===== src/rtl/mem_wb_pipe.sv =====
// MEM/WB pipeline register with load-return stage.
// Issues bus accesses for loads and stores, waits out multi-cycle bus
// responses, extracts and extends load data, and asks the pipeline
// controller to stall while an access is outstanding.
module mem_wb_pipe #(
   parameter int              PC_W           = 30,
   parameter int              DATA_W         = 32,
   parameter int              AL_W           = 2,
   parameter int              REG_ADDR_W     = 5,
   parameter int              CTRL_OP_W      = 2,
   parameter int              EXP_W          = 3,
   parameter logic [EXP_W-1:0] EXP_MISS_ALIGN = 3'd5,
   parameter bit              BIG_ENDIAN     = 1'b1
) (
   input  logic                  clk,
   input  logic                  reset,
   input  logic                  stall,
   input  logic                  flush,
   input  logic [PC_W-1:0]       ex_pc,
   input  logic                  ex_en,
   input  logic                  ex_br_flag,
   input  logic [CTRL_OP_W-1:0]  ex_ctrl_op,
   input  logic [REG_ADDR_W-1:0] ex_dst_addr,
   input  logic                  ex_gpr_we_,
   input  logic [EXP_W-1:0]      ex_exp_code,
   input  logic [1:0]            ex_mem_op,
   input  logic [1:0]            ex_mem_size,
   input  logic                  ex_mem_signed,
   input  logic [AL_W-1:0]       ex_addr_lo,
   input  logic [DATA_W-1:0]     ex_out,
   output logic                  bus_req,
   input  logic                  bus_rdy,
   input  logic [DATA_W-1:0]     bus_rdata,
   output logic                  mem_busy,
   output logic [PC_W-1:0]       mem_pc,
   output logic                  mem_en,
   output logic                  mem_br_flag,
   output logic [CTRL_OP_W-1:0]  mem_ctrl_op,
   output logic [REG_ADDR_W-1:0] mem_dst_addr,
   output logic                  mem_gpr_we_,
   output logic [EXP_W-1:0]      mem_exp_code,
   output logic [DATA_W-1:0]     mem_out
);

   typedef enum logic [1:0] {ST_IDLE, ST_WAIT, ST_HOLD} state_t;

   state_t              state_q;
   logic [DATA_W-1:0]   hold_q;

   logic                acc, mis, is_load, is_store;
   logic [31:0]         off_b, size_b, shamt;
   logic [DATA_W-1:0]   shifted, mask, sign_mask, field, ext_data, ld_data;

   logic [PC_W-1:0]       mem_pc_q, mem_pc_d;
   logic                  mem_en_q, mem_en_d;
   logic                  mem_br_flag_q, mem_br_flag_d;
   logic [CTRL_OP_W-1:0]  mem_ctrl_op_q, mem_ctrl_op_d;
   logic [REG_ADDR_W-1:0] mem_dst_addr_q, mem_dst_addr_d;
   logic                  mem_gpr_we_n_q, mem_gpr_we_n_d;
   logic [EXP_W-1:0]      mem_exp_code_q, mem_exp_code_d;
   logic [DATA_W-1:0]     mem_out_q, mem_out_d;

   // Access decode; gated by reset so the bus sees no request during reset.
   assign acc      = reset & ex_en & ((ex_mem_op == 2'b01) | (ex_mem_op == 2'b10));
   assign is_load  = acc & (ex_mem_op == 2'b01);
   assign is_store = acc & (ex_mem_op == 2'b10);

   assign off_b  = 32'(ex_addr_lo);
   assign size_b = 32'd1 << ex_mem_size;
   // Misaligned when the offset is not a multiple of the size, or the size
   // is wider than the bus.
   assign mis = acc & (((off_b & (size_b - 32'd1)) != 32'd0) |
                       (size_b > 32'(DATA_W / 8)));

   // Bit position of the selected field within the bus word.
   assign shamt = BIG_ENDIAN ? (32'(DATA_W) - 32'd8 * (off_b + size_b))
                             : (32'd8 * off_b);

   assign bus_req  = acc & ~mis & ~flush & (state_q != ST_HOLD);
   assign mem_busy = (bus_req & ~bus_rdy) | ((state_q == ST_HOLD) & stall);

   // Lane extraction and sign/zero extension of the raw read word.
   always_comb begin
      shifted = bus_rdata >> shamt;
      case (ex_mem_size)
         2'b00:   mask = DATA_W'(64'h0000_0000_0000_00FF);
         2'b01:   mask = DATA_W'(64'h0000_0000_0000_FFFF);
         2'b10:   mask = DATA_W'(64'h0000_0000_FFFF_FFFF);
         default: mask = '1;
      endcase
      sign_mask = mask ^ (mask >> 1);
      field     = shifted & mask;
      ext_data  = (ex_mem_signed && ((shifted & sign_mask) != '0)) ? (field | ~mask) : field;
   end

   // Once the response has been parked, the bus word is no longer valid.
   assign ld_data = (state_q == ST_HOLD) ? hold_q : ext_data;

   // Access sequencer: tracks an outstanding access and parks returned data
   // while the pipeline is stalled. A response that arrives in the request
   // cycle under stall is parked too, so the access is never issued twice.
   always_ff @(posedge clk or negedge reset) begin
      if (!reset) begin
         state_q <= ST_IDLE;
         hold_q  <= '0;
      end else if (flush) begin
         state_q <= ST_IDLE;
      end else begin
         case (state_q)
            ST_IDLE: begin
               if (bus_req && !bus_rdy) begin
                  state_q <= ST_WAIT;
               end else if (bus_req && bus_rdy && stall) begin
                  state_q <= ST_HOLD;
                  hold_q  <= ext_data;
               end
            end
            ST_WAIT: begin
               if (!bus_req) begin
                  state_q <= ST_IDLE;
               end else if (bus_rdy) begin
                  if (stall) begin
                     state_q <= ST_HOLD;
                     hold_q  <= ext_data;
                  end else begin
                     state_q <= ST_IDLE;
                  end
               end
            end
            ST_HOLD: begin
               if (!stall) state_q <= ST_IDLE;
            end
            default: state_q <= ST_IDLE;
         endcase
      end
   end

   // Next MEM/WB contents: hold, bubble, misalign trap or normal commit.
   always_comb begin
      mem_pc_d       = mem_pc_q;
      mem_en_d       = mem_en_q;
      mem_br_flag_d  = mem_br_flag_q;
      mem_ctrl_op_d  = mem_ctrl_op_q;
      mem_dst_addr_d = mem_dst_addr_q;
      mem_gpr_we_n_d = mem_gpr_we_n_q;
      mem_exp_code_d = mem_exp_code_q;
      mem_out_d      = mem_out_q;
      if (stall) begin
         // keep everything
      end else if (flush || mem_busy) begin
         mem_pc_d       = '0;
         mem_en_d       = 1'b0;
         mem_br_flag_d  = 1'b0;
         mem_ctrl_op_d  = '0;
         mem_dst_addr_d = '0;
         mem_gpr_we_n_d = 1'b1;
         mem_exp_code_d = '0;
         mem_out_d      = '0;
      end else if (mis) begin
         mem_pc_d       = ex_pc;
         mem_en_d       = ex_en;
         mem_br_flag_d  = ex_br_flag;
         mem_ctrl_op_d  = '0;
         mem_dst_addr_d = '0;
         mem_gpr_we_n_d = 1'b1;
         mem_exp_code_d = EXP_MISS_ALIGN;
         mem_out_d      = '0;
      end else begin
         mem_pc_d       = ex_pc;
         mem_en_d       = ex_en;
         mem_br_flag_d  = ex_br_flag;
         mem_ctrl_op_d  = ex_ctrl_op;
         mem_dst_addr_d = ex_dst_addr;
         mem_gpr_we_n_d = ex_gpr_we_;
         mem_exp_code_d = ex_exp_code;
         if (is_load)       mem_out_d = ld_data;
         else if (is_store) mem_out_d = '0;
         else               mem_out_d = ex_out;
      end
   end

   // MEM/WB register bank.
   always_ff @(posedge clk or negedge reset) begin
      if (!reset) begin
         mem_pc_q       <= '0;
         mem_en_q       <= 1'b0;
         mem_br_flag_q  <= 1'b0;
         mem_ctrl_op_q  <= '0;
         mem_dst_addr_q <= '0;
         mem_gpr_we_n_q <= 1'b1;
         mem_exp_code_q <= '0;
         mem_out_q      <= '0;
      end else begin
         mem_pc_q       <= mem_pc_d;
         mem_en_q       <= mem_en_d;
         mem_br_flag_q  <= mem_br_flag_d;
         mem_ctrl_op_q  <= mem_ctrl_op_d;
         mem_dst_addr_q <= mem_dst_addr_d;
         mem_gpr_we_n_q <= mem_gpr_we_n_d;
         mem_exp_code_q <= mem_exp_code_d;
         mem_out_q      <= mem_out_d;
      end
   end

   assign mem_pc       = mem_pc_q;
   assign mem_en       = mem_en_q;
   assign mem_br_flag  = mem_br_flag_q;
   assign mem_ctrl_op  = mem_ctrl_op_q;
   assign mem_dst_addr = mem_dst_addr_q;
   assign mem_gpr_we_  = mem_gpr_we_n_q;
   assign mem_exp_code = mem_exp_code_q;
   assign mem_out      = mem_out_q;

endmodule


===== config.mk =====
export PLATFORM = sky130hd
export DESIGN_NAME = mem_wb_pipe
export DESIGN_NICKNAME = d
export VERILOG_FILES = /design/src/rtl/mem_wb_pipe.sv
export SDC_FILE = /design/constraint.sdc
export NUM_CORES = 1
export LEC_CHECK = 0
export ABC_AREA = 1
export CAP_MARGIN = 5
export CORE_ASPECT_RATIO = 1.5
export CORE_MARGIN = 1
export CORE_UTILIZATION = 50
export DETAILED_ROUTE_END_ITERATION = 10
export DONT_BUFFER_PORTS = 1
export GPL_TIMING_DRIVEN = 0
export PLACE_DENSITY = 0.66
export REMOVE_ABC_BUFFERS = 1
export SYNTH_ARGS = -nofsm -noshare
export SYNTH_HDL_FRONTEND = slang
export SYNTH_SLANG_ARGS = --single-unit

===== constraint.sdc =====
create_clock -name clk -period 1.9 [get_ports clk]
set_clock_uncertainty 0.05 [all_clocks]
set_input_delay 0.095 -clock clk [delete_from_list [all_inputs] [get_ports clk]]
set_output_delay 0.095 -clock clk [all_outputs]
set_load 0.02 [all_outputs]

Word level (Yosys, flattened, before mapping). Index checks and enable logic that the tools add are counted.

Register bits: 109. Input bits: 119. Output and inout bits: 77. Word-level logic and storage cells: 97.

Add/sub/neg operators: 3. Order comparisons: 1. Equal/unequal tests: 14. Shifts and indexed selects: 2. Multiplexer cells: 32. Bitwise operators: 22. Reduce and logical (&&, ||, !) cells: 13.

Operator list (count): 32-bit 2-to-1 mux (11); 32-bit case mux with 2 select lines (2); 32-bit AND (2); 32-bit nonzero test (2); 2-bit by 32-bit AND with 32-bit output (1); 32-bit by 3-bit > comparator with 1-bit output (second input constant) (1); 32-bit inverter (1); 32-bit bitwise OR (1); 1-bit by 2-bit << shifter with 32-bit output (first input constant) (1); 32-bit by 32-bit >> shifter with 32-bit output (1); 32-bit by 1-bit subtractor with 32-bit output (second input constant) (1); 6-bit by 32-bit subtractor with 32-bit output (first input constant) (1); 32-bit by 31-bit bitwise XOR with 32-bit output (1); 30-bit 2-to-1 mux (1); 2-bit by 29-bit adder with 29-bit output (1); 2-bit 2-to-1 mux (9); 2-bit inequality test (second input constant) (6); 1-bit AND (10); 5-bit 2-to-1 mux (2); 4-bit inequality test (second input constant) (2); 7-bit AND reduction (1); 2-bit by 1-bit equality test with 1-bit output (second input constant) (3); 3-bit 2-to-1 mux (2); 2-bit case mux with 3 select lines (1); 11 further kinds (23).

Longest topological paths before layout.
Depth in word-level cells: 16. Depth in mapped cells: 25. Gate-level depth less buffers: 24.

Worst setup path after synthesis. OpenSTA, ideal clock, no wires.

Kind: input -> register. Start point: input port ex_mem_size[0]. End point: register mem_out_q[15], in the netlist mem_out[15]. Arrival: 3.008 ns. Data required time: 1.784 ns. Path slack: -1.224 ns. Cell stages on the path: 24. Buffers on the path: 1. Path through: nor2_1 -> ha_1 -> fa_1 -> inv_1 -> ha_1 -> inv_1 -> nand3_2 -> nand2_2 -> inv_1 -> ha_1 -> nor3_1 -> nand2_2 -> nor2_8 -> nand2_2 -> a21oi_2 -> nand3_1 -> nand2_4 -> nand3_4 -> buf_6 -> nand3_1 -> nand2_1 -> nand2_1 -> nand2_1 -> nand2_1.

Word-level cells in the longest chain between the ends: 14.

Ends and longest elaborated chain: start, declared (line 27) `input logic [1:0] ex_mem_size,`; branches (longest 13 deep; another with 6-bit by 32-bit subtractor with 32-bit output); 32-bit 2-to-1 mux * (line 150) `end else if (flush || mem_busy) begin`; end signal, assigned (line 201) `mem_out_q <= mem_out_d;`; end, declared (line 61) `logic [DATA_W-1:0] mem_out_q, mem_out_d;`.

Every way passes the cells marked *. A chain may end at the register's enable or synchronous reset.

Final worst setup path.
Start point: input port ex_mem_size[0]. End point: register mem_out_q[11], in the netlist mem_out[11].

The elaborated chain is that of the path after synthesis.

==> impl_metrics.json <==
{
  "synth.avg_cell_area_um2": 7.722,
  "post_route_hold_slack_ps": -612.5,
  "layout.core_utilization_pct": 74.63,
  "timing.reg2reg.setup_slack_ps": -410,
  "antenna_violations_before_repair": 0,
  "cts_tree": "built",
  "fp-row-count": 48,
  "synth_largest_type_area_fraction_pct": 44.53,
  "timing.final.crit_share_pct": 147.5,
  "mapped_area_mm2": 0.006070,
  "critical_path.max_stage_delay_ps": 410,
  "routedWlPerCell_um": 20.66,
  "layout-drive-gt1-share_pct": 23.10,
  "drt-pass1-iter-count": 5,
  "setup_slack_ps": -902.8,
  "clockRootBuffer": "sky130_fd_sc_hd__clkbuf_16",
  "cts.clk_slew.worst_paths_ps": 80,
  "maxCapViolations": 0,
  "clkLatencyLatePin_ps": 340,
  "yosys.cell_types.count": 36,
  "ctsLongestPathBuffers": 2,
  "r2r-start": "state_q[1]",
  "crit_type": "primary input to flop",
  "placed_area_mm2": 0.006078,
  "avgViaCountPerCell": 6.033,
  "vdd.ir_drop.worst_uv": 392.3,
  "cp-start-kind": "primary input",
  "place_hpwl_um": 10820,
  "result_of_the_run": "finished with violations",
  "dieArea_mm2": 0.01259,
  "floorplan.die.height_um": 136.9,
  "timing.reg2reg.worst_path_depth": 9,
  "pwr_density_cell_mw_per_mm2": 701.3,
  "cts_sinks": 109,
  "yosysSeqAreaShare_pct": 44.96,
  "synthesis.yosys.warnings": 0,
  "grtUsageMet1_pct": 38.74,
  "synth_edf_count": 0,
  "rsz0062_at_grt": "yes",
  "route.final.wire_length_um": 22150,
  "synthCells": 786,
  "finalMaxSlewViolations": 0,
  "library_cell_with_the_highest_instance_count_after_synthesis": "sky130_fd_sc_hd__nand2_1",
  "die-width_um": 91.96,
  "required_ps": 2130,
  "first_iter_violations": 481,
  "ant_nets": 0,
  "nets": 1045,
  "synth.largest_area_cell": "sky130_fd_sc_hd__dfrtp_1",
  "first_global_vias": 6249,
  "nFillCells": 841,
  "setup-tns-final_ps": -56520,
  "initial_core_util_pct": 52.09,
  "detail_route.drc_violations": 0,
  "io_buffer_count": 0,
  "number_of_primary_i_o_pins": 196,
  "synthToLayoutAreaGrowth_pct": 43.27,
  "diodes_inserted": 0,
  "path_max_fanout": 4,
  "endpoint_kind": "flop",
  "grt_util_all_layers_pct": 34.08,
  "relSlewSlack_pct": 44.18,
  "netlist_top_cells_count": "sky130_fd_sc_hd__nand2_1, sky130_fd_sc_hd__dfrtp_1, sky130_fd_sc_hd__a21oi_1, sky130_fd_sc_hd__nand3_1, sky130_fd_sc_hd__a22o_1",
  "globalRoute.busiestLayer": "met2",
  "vias": 6467,
  "cts_made_buffers": 9,
  "failing_checks": "hold timing, setup timing",
  "gp_congestion": 0.9082,
  "rr_endpoint": "hold_q[10]",
  "htree_levels": 3,
  "grt_max_degree": 111,
  "worst_hold_path_type": "primary input to asynchronous set/reset pin",
  "async_reset_ff_share_pct": 100.0,
  "slowest_stage": "sky130_fd_sc_hd__fa_1",
  "ys_dominant_reg_cell": "sky130_fd_sc_hd__dfrtp_1",
  "finalInstanceArea_mm2": 0.008696,
  "period_minus_slack_ps": 2803,
  "synth_area_leaders": "sky130_fd_sc_hd__dfrtp_1, sky130_fd_sc_hd__nand2_1, sky130_fd_sc_hd__a22o_1, sky130_fd_sc_hd__a21oi_1, sky130_fd_sc_hd__nand3_1",
  "p_leak_nw": 4.374,
  "timing.final.hold_violations": 109,
  "tightest_pin_transition_ps": 836.3,
  "grt_use_met2_pct": 59.99,
  "grt-ovfl-total": 0,
  "cp_data_arrival_time_ps": 3030,
  "gr-usage-met3_pct": 7.000,
  "grt_pass1_wl_um": 32830,
  "fmax_ghz": 0.3568,
  "finalSetupViolations": 109,
  "flip_flop_and_latch_count_after_synthesis": 109,
  "core_area_mm2": 0.01165
}
-- cell families after synthesis --
family	after synthesis	synth area share, %
AO/OA/AOI/OAI	159	16.35
buffers and inverters	102	7.112
adder cells (fa/ha/maj)	9	1.979
other	1	0.06178
AND/OR/NAND/NOR	406	29.54
flip-flops	109	44.96
-- report_power, final --
part           internal [mW]  switching (mW)
sequential              2.52           0.299
clock                  0.899           0.906
combinational          0.663           0.807
total                   4.09            2.01
-- final cells by class --
class	count	area, µm²	area share (%)
clock buffer	9	225.2	2.590
inverter	49	234.0	2.691
timing repair inverter	3	28.78	0.3309
multi-input combinational	582	3496	40.20
clock inverter	7	48.80	0.5612
tap	150	187.7	2.158
sequential	109	2729	31.38
timing repair buffer	163	1747	20.09
-- registers in the layout (all words and copies together), names as in the netlist --
signal and cells:
mem_br_flag 1, mem_exp_code 3, mem_dst_addr 5, mem_gpr_we_ 1
mem_en 1, mem_ctrl_op 2, mem_pc 30, state_q 2
mem_out 32, hold_q 32
-- worst max-delay path by stage --
stage | startpoint | to | slack (ps)
floorplan | ex_mem_size[0] | hold_q[7] | -2430
global placement | state_q[1] | hold_q[7] | -4120
detailed placement | ex_mem_size[0] | mem_out[17] | -2490
CTS | ex_mem_size[1] | mem_out[10] | -870
global route | ex_mem_size[0] | mem_out[9] | -1050
finish | ex_mem_size[0] | mem_out[11] | -900
-- critical path: cells and delay by family --
kind            cells  cell delay [ps]
simple gates       15             1440
buf+inv             5              430
compound gates      1              160
fa+ha+maj           4              880
-- metrics by stage --
| stage | setup slack, ps | power [mW] | cells |
|---|---|---|---|
| 2_1_floorplan | -2430 | 3.441 | 733 |
| 3_3_place_gp | -4117 | 3.616 | 883 |
| 3_5_place_dp | -2493 | 3.645 | 887 |
| 4_1_cts | -865.7 | 5.852 | 1061 |
| 5_1_grt | -1047 | 6.328 | 1072 |
| 6_report | -902.8 | 6.098 | 1072 |
-- layer usage --
layer | routed length (µm) | vias up
li1 | - | 2857
met1 | 7740 | 3135
met5 | 0 | -
met4 | 1101 | 0
met3 | 1842 | 89
met2 | 11470 | 386
-- layout by cell type, fill, tap and decap left out, drive strengths merged --
cell / synthesis / routed
dfstp: 1 / 1
nand2: 283 / 283
clkbuf: 35 / 10
inv: 49 / 52
a22o: 46 / 46
a31oi: 6 / 6
o31ai: 1 / 1
nor3: 2 / 4
nor2: 43 / 46
dlygate4sd3: 0 / 104
buf: 18 / 58
conb: 1 / 1
nor4: 2 / 2
o22a: 1 / 1
bufinv: 0 / 1
o211ai: 1 / 1
fa: 1 / 1
a21oi: 62 / 62
clkinv: 0 / 4
nand3: 76 / 78
clkinvlp: 0 / 2
o21ai: 42 / 42
dfrtp: 108 / 108
ha: 8 / 8
-- timing repair --
item	in CTS	in global routing
resized for setup	99	82
gates cloned	12	0
endpoints found under the hold margin	193	156
pin swaps	61	77
endpoints found under the setup margin	109	109
setup buffers	43	8
hold buffers	103	2
(Power assumes the default switching activity.)
